## src/rtl/mp_add_seq.sv

```systemverilog
// mp_add_seq: multi-precision add/subtract sequencer that chains one shared WORD_W-bit
// adder slice over NWORDS cycles. Define MP_ADD_ZERO_FLAG_EN to add the zero output.
module mp_add_seq #(
  parameter int WORD_W = 16,
  parameter int NWORDS = 4
) (
  input  logic                     clk,
  input  logic                     rst_n,
  input  logic                     start,
  input  logic                     sub,
  input  logic [WORD_W*NWORDS-1:0] a,
  input  logic [WORD_W*NWORDS-1:0] b,
  output logic [WORD_W-1:0]        add_a,
  output logic [WORD_W-1:0]        add_b,
  output logic                     add_cin,
  input  logic [WORD_W-1:0]        add_sum,
  input  logic                     add_cout,
  output logic                     busy,
  output logic                     done,
  output logic [WORD_W*NWORDS-1:0] result,
  output logic                     carry_out,
  output logic                     overflow
`ifdef MP_ADD_ZERO_FLAG_EN
  ,
  output logic                     zero
`endif
);

  localparam int W     = WORD_W * NWORDS;
  localparam int IDX_W = (NWORDS > 1) ? $clog2(NWORDS) : 1;
  localparam logic [IDX_W-1:0] LAST_IDX = IDX_W'(NWORDS - 1);

  typedef enum logic [1:0] {
    S_IDLE = 2'd0,
    S_RUN  = 2'd1,
    S_DONE = 2'd2
  } state_t;

  state_t           r_state;
  logic [W-1:0]     r_a;
  logic [W-1:0]     r_b;
  logic             r_sub;
  logic [IDX_W-1:0] r_idx;
  logic             r_carry;
`ifdef MP_ADD_ZERO_FLAG_EN
  logic             r_nz;
`endif

  logic [WORD_W-1:0] w_word_a;
  logic [WORD_W-1:0] w_word_b;
  logic              w_last;

  // Word select and adder-slice drive; the slice sees zeros outside RUN.
  always_comb begin
    w_word_a = r_a[WORD_W*int'(r_idx) +: WORD_W];
    w_word_b = r_b[WORD_W*int'(r_idx) +: WORD_W];
    w_last   = (r_idx == LAST_IDX);
    if (r_state == S_RUN) begin
      add_a   = w_word_a;
      add_b   = w_word_b ^ {WORD_W{r_sub}};
      add_cin = r_carry;
    end else begin
      add_a   = '0;
      add_b   = '0;
      add_cin = 1'b0;
    end
  end

  // Sequencer FSM: operand capture, carry chaining, result assembly and flags.
  always_ff @(posedge clk) begin
    if (!rst_n) begin
      r_state   <= S_IDLE;
      r_a       <= '0;
      r_b       <= '0;
      r_sub     <= 1'b0;
      r_idx     <= '0;
      r_carry   <= 1'b0;
      busy      <= 1'b0;
      done      <= 1'b0;
      result    <= '0;
      carry_out <= 1'b0;
      overflow  <= 1'b0;
`ifdef MP_ADD_ZERO_FLAG_EN
      r_nz      <= 1'b0;
      zero      <= 1'b1;
`endif
    end else begin
      case (r_state)
        S_IDLE, S_DONE: begin
          done <= 1'b0;
          if (start) begin
            r_a       <= a;
            r_b       <= b;
            r_sub     <= sub;
            r_idx     <= '0;
            // Subtract is a + ~b + 1, so the chain starts with carry = sub.
            r_carry   <= sub;
            result    <= '0;
            carry_out <= 1'b0;
            overflow  <= 1'b0;
`ifdef MP_ADD_ZERO_FLAG_EN
            r_nz      <= 1'b0;
            zero      <= 1'b1;
`endif
            busy      <= 1'b1;
            r_state   <= S_RUN;
          end else begin
            busy      <= 1'b0;
            r_state   <= S_IDLE;
          end
        end
        S_RUN: begin
          result[WORD_W*int'(r_idx) +: WORD_W] <= add_sum;
          r_carry <= add_cout;
`ifdef MP_ADD_ZERO_FLAG_EN
          r_nz    <= r_nz | (|add_sum);
`endif
          if (w_last) begin
            carry_out <= add_cout;
            // Carry into the MSB xor carry out of it.
            overflow  <= add_a[WORD_W-1] ^ add_b[WORD_W-1] ^ add_sum[WORD_W-1] ^ add_cout;
`ifdef MP_ADD_ZERO_FLAG_EN
            zero      <= ~(r_nz | (|add_sum));
`endif
            busy      <= 1'b0;
            done      <= 1'b1;
            r_state   <= S_DONE;
          end else begin
            r_idx     <= r_idx + 1'b1;
          end
        end
        default: begin
          busy    <= 1'b0;
          done    <= 1'b0;
          r_state <= S_IDLE;
        end
      endcase
    end
  end

endmodule

```

## config.mk

```make
export PLATFORM = sky130hd
export DESIGN_NAME = mp_add_seq
export DESIGN_NICKNAME = d
export VERILOG_FILES = /design/src/rtl/mp_add_seq.sv
export SDC_FILE = /design/constraint.sdc
export NUM_CORES = 1
export LEC_CHECK = 0
export ABC_CLOCK_PERIOD_IN_PS = 2200
export CAP_MARGIN = 20
export CORE_MARGIN = 2
export CORE_UTILIZATION = 42
export CTS_CLUSTER_DIAMETER = 60
export DETAILED_ROUTE_END_ITERATION = 10
export HOLD_SLACK_MARGIN = 0.06
export PLACE_DENSITY = 0.81
export SKIP_CTS_REPAIR_TIMING = 1
export SYNTH_ARGS = -nofsm -noshare
export SYNTH_HDL_FRONTEND = slang
export SYNTH_SLANG_ARGS = --single-unit
```

## constraint.sdc

```tcl
create_clock -name clk -period 2.2 [get_ports clk]
set_clock_uncertainty 0.1 [all_clocks]
set_input_delay 0.33 -clock clk [delete_from_list [all_inputs] [get_ports clk]]
set_output_delay 0.33 -clock clk [all_outputs]
set_load 0.1 [all_outputs]
```

---- Word level (Yosys, flattened, before mapping) ----
Index checks and enable logic that the tools add are counted.
word-level totals
  flip-flop bits (word level) ............. 202
  latch bits .............................. 0
  RAM bits ................................ 0
  ROM bits ................................ 0
  input bits .............................. 149
  output and inout bits ................... 101
  word-level logic and storage cells ...... 57
  memories ................................ 0
operators by class
  $add $sub $neg .......................... 2
  $mul .................................... 0
  divide/modulo/power cells ............... 0
  $lt $le $gt $ge ......................... 0
  equal/unequal tests ..................... 6
  shifts and indexed selects .............. 4
  mux-type cells .......................... 22
  bitwise operators ....................... 4
  reduce and logical (&&, ||, !) cells .... 8
operators with widths
  operator                                                                  count
  64-bit case mux with 2 select lines                                       1
  64-bit by 7-bit indexed part select with 16-bit output                    2
  64-bit bitwise mux                                                        1
  64-bit 2-to-1 mux                                                         1
  16-bit by 33-bit variable shift with 64-bit output, first input constant  1
  16-bit by 33-bit indexed part select with 64-bit output                   1
  6-bit negator with 33-bit output                                          1
  16-bit 2-to-1 mux                                                         2
  16-bit XOR                                                                1
  1-bit 2-to-1 mux                                                          8
  1-bit case mux with 2 select lines                                        4
  2-bit case mux with 2 select lines                                        2
  2-bit 2-to-1 mux                                                          3
  2-bit inequality test, second input constant                              3
  2-bit AND reduction                                                       3
  3-bit AND reduction                                                       2
  2-bit equality test, second input constant                                2
  1-bit XOR                                                                 3
  2-bit by 1-bit adder with 2-bit output, second input constant             1
  2-bit by 1-bit equality test with 1-bit output, second input constant     1
  2-bit logical NOT                                                         1
  2-bit nonzero test                                                        1
  2-bit OR reduction                                                        1

---- Depth between registers and ports, before layout ----
  depth in word-level cells ............... 8
  gate-level depth with buffers ........... 9
  depth with buffers taken out ............ 6

---- Worst setup path before layout ----
No wires, ideal clock.
  path type ............................... reg-to-output
  from .................................... register r_idx[0]
  to ...................................... output add_b[0]
  data arrival time ....................... 2.742 ns
  slack ................................... -0.972 ns
  cell stages (with the launch flop) ...... 6
  path through ............................ dfxtp_1 -> buf_6 -> buf_2 -> mux4_2 -> xnor2_1 -> nor2_1
between the ends
  cells in the longest elaborated chain, start to end .. 3
RTL lines
  element                                                 line  text
  start, declared                                         43    logic [IDX_W-1:0] r_idx;
  start signal, assigned                                  129   r_idx <= r_idx + 1'b1;
  64-bit by 7-bit indexed part select with 16-bit output  56    w_word_b = r_b[WORD_W*int'(r_idx) +: WORD_W];
  16-bit XOR                                              60    add_b = w_word_b ^ {WORD_W{r_sub}};
  16-bit 2-to-1 mux                                       58    if (r_state == S_RUN) begin
  end, declared                                           14    output logic [WORD_W-1:0] add_b,
Every way passes these cells.

---- Final worst setup path ----
  from .................................... register r_idx[0]
  to ...................................... output add_b[4]
The elaborated chain is that of the path after synthesis.

==> flow_metrics.py <==
metrics = {
    "routing": {
        "vias_per_cell": 5.13,
        "first_pass_iters": 5,
        "wl_per_cell_um": 16.7,
        "antenna_left": 0,
        "drt_wl_total_um": 23800,
        "vias": 7323,
        "drtIter0Drc": 348,
        "drc": 0,
    },
    "synthesis": {
        "synth_mux_area_share_pct": 8.82,
        "synthAdderAreaFrac_pct": 0.766,
        "synthSimpleGateAreaFrac_pct": 20.2,
        "synth_xor_area_share_pct": 2.22,
        "ys.flop_type": "dfxtp_1",
        "yosys_warnings": 0,
        "ys_seq_area_share_pct": 49.5,
        "synth_top_family_by_area": "simple AND/OR/NAND/NOR gates",
        "avgSynthCellArea_um2": 8.88,
        "ys_ff_latch": 202,
        "syn-num-nets": 1074,
        "async_reset_ff_share_pct": 0,
        "ys_types": 29,
        "synth_edf_count": 0,
        "netlist_area_mm2": 0.00817,
        "synth-compound-area-share_pct": 14.5,
        "syn-instance-count": 920,
    },
    "grt": {
        "grt_pass1_wl_um": 37100,
        "grt_util_all_layers_pct": 22.5,
        "grt_pass1_vias": 7118,
        "overflow": 0,
        "grt_max_degree": 68,
        "antenna_found_initial": 1,
        "grt_use_met1_pct": 28.4,
        "grtUsageMet2_pct": 38.1,
        "met3_usage_pct": 4.87,
        "busiest_layer": "met2",
    },
    "setup_path": {
        "arrival_ps": 2110,
        "cp_top_family": "multiplexers",
        "cp-start-kind": "register",
        "critPathMaxFanout": 9,
        "slowest_stage": "mux4_2",
        "crit_required_ps": 1770,
        "max_stage_delay_ps": 510,
        "crit_buf_inv": 2,
        "crit_chain": "clkbuf_16, mux4_2, xnor2_1, nor2_4, buf_12",
        "crit_type": "reg2out",
        "end_kind": "primary output",
    },
    "timing": {
        "fin_crit_sh_pct": 115,
        "period_minus_slack_ps": 2540,
        "setup_ws_ps": -339,
        "hold_viol_final": 0,
        "fin_setup_tns_ps": -9370,
        "rsz0062_at_grt": "yes",
        "slew_violations": 0,
        "worst_pin_slew_ps": 388,
        "setup_viol": 32,
        "slew-limit-headroom_pct": 74.1,
        "fmax_mhz": 394,
    },
    "floorplanning": {
        "core_area_mm2": 0.0193,
        "die_h_um": 143,
        "die_area_mm2": 0.0206,
        "io_pins": 250,
        "chipWidth_um": 143,
        "row_count": 51,
        "initial_core_util_pct": 42.4,
    },
    "pwr": {
        "p_leak_uw": 0.00455,
        "total_power_uw": 9410,
        "cellPowerDensity_mw_per_mm2": 772,
        "ir_worst_vdd_uv": 549,
    },
    "worst_hold_path": {
        "hold_path.class": "in2reg",
    },
    "final_layout": {
        "nets": 1302,
        "diodes": 0,
        "mostFrequentLayoutCells": "264 x nand2_1, 200 x dfxtp_1, 148 x clkdlybuf4s50_1, 136 x a21oi_1, 83 x buf_4",
        "syn_to_final_growth_pct": 49.2,
        "drive_gt1_share_pct": 21.1,
        "layout_commonest_cell": "nand2_1",
        "final_util_pct": 63.2,
    },
    "clock_network": {
        "cts.path.max_buffers": 3,
        "insertion_delay_ps": 500,
        "path_clk_slew_ps": 60,
        "cts_max_level": 1,
        "clock-root-buffer": "clkbuf_16",
        "cts_tree": "yes",
        "cts.sinks": 202,
        "numCtsBuffers": 22,
    },
    "placement": {
        "routabilityCongestion": 0.807,
        "portBuffers": 249,
        "dpl.hpwl_um": 16400,
    },
    "status": {
        "status": "finished, violations left",
        "violations": "setup timing",
    },
    "run": {
        "cap_viol_max_count": 0,
    },
}
synthesized netlist by cell type, drive strengths merged, types with 2 or more instances:
master | number | area (µm²)
and3b | 2 | 17.5
clkbuf | 43 | 163
a21oi | 136 | 681
a22oi | 64 | 480
nand2 | 264 | 991
or3 | 2 | 12.5
and2 | 18 | 113
xnor2 | 19 | 181
nand2b | 2 | 12.5
ha | 5 | 62.6
nor2b | 35 | 219
nor2 | 53 | 201
nor4 | 2 | 42.5
buf | 31 | 151
inv | 3 | 11.3
dfxtp | 202 | 4040
mux4 | 32 | 721
flip-flops by register name (all words and copies together), names as in the netlist:
register   cells
r_a           64
r_b           64
result        64
r_idx          2
r_state        2
busy           1
carry_out      1
done           1
overflow       1
r_carry        1
r_sub          1
cells by family after synthesis:
logic type                 after synthesis
adders and majority gates                5
AOI/OAI and AO/OA                      203
and+or+nand+nor                        382
DFF                                    202
buffers and inverters                   77
muxes                                   32
xor gates and xnor gates                19
where the power goes:
group,total [µW],internal [µW],leakage [µW],switching (µW)
Clock,3840,2390,0.000382,1450
Sequential,3920,3830,0.00165,92.1
Combinational,1650,725,0.00252,928
worst register-to-register path: stages (launching register included):
cell	delay, ps
dfxtp_4	410
buf_6	220
mux4_2	570
xnor2_2	240
xnor2_1	150
a32o_1	230
final cells by class:
class / instances / area [µm²]
Sequential cell: 202 / 4050
Fill cell: 1581 / 7080
Multi-Input combinational cell: 641 / 3990
Timing Repair Buffer: 278 / 3040
Clock inverter: 9 / 124
Clock buffer: 30 / 642
Inverter: 3 / 13.8
Tap cell: 265 / 332
per-layer routing:
| layer | vias up | wire length [µm] |
|---|---|---|
| met3 | 49 | 1660 |
| met4 | 2 | 717 |
| met5 | - | 13 |
| met1 | 3472 | 9740 |
| li1 | 3560 | - |
| met2 | 240 | 11700 |
worst paths after layout:
path	startpoint	end	cells past startpoint	slack, ps
hold reg to reg	r_a[37]$_SDFFE_PN0N_	r_a[37]$_SDFFE_PN0N_	2	350
setup reg to reg	r_idx[0]$_SDFFE_PN0P_	overflow$_SDFFE_PN0P_	5	170
hold / removal	a[37]	r_a[37]$_SDFFE_PN0N_	3	270
setup / recovery	r_idx[0]$_SDFFE_PN0P_	add_b[4]	5	-340
metrics by stage:
step / instances / setup WS [ps] / area (µm²) / hold slack, ps
4_1_cts: 1426 / -400 / 12100 / 260
5_1_grt: 1428 / -414 / 12200 / 276
3_5_place_dp: 1387 / 126 / 11300 / 346
3_3_place_gp: 1387 / 156 / 11300 / 340
6_report: 1428 / -339 / 12200 / 269
2_1_floorplan: 920 / -60.5 / 8350 / 333
No activity file was read; power rests on OpenSTA's default activity.
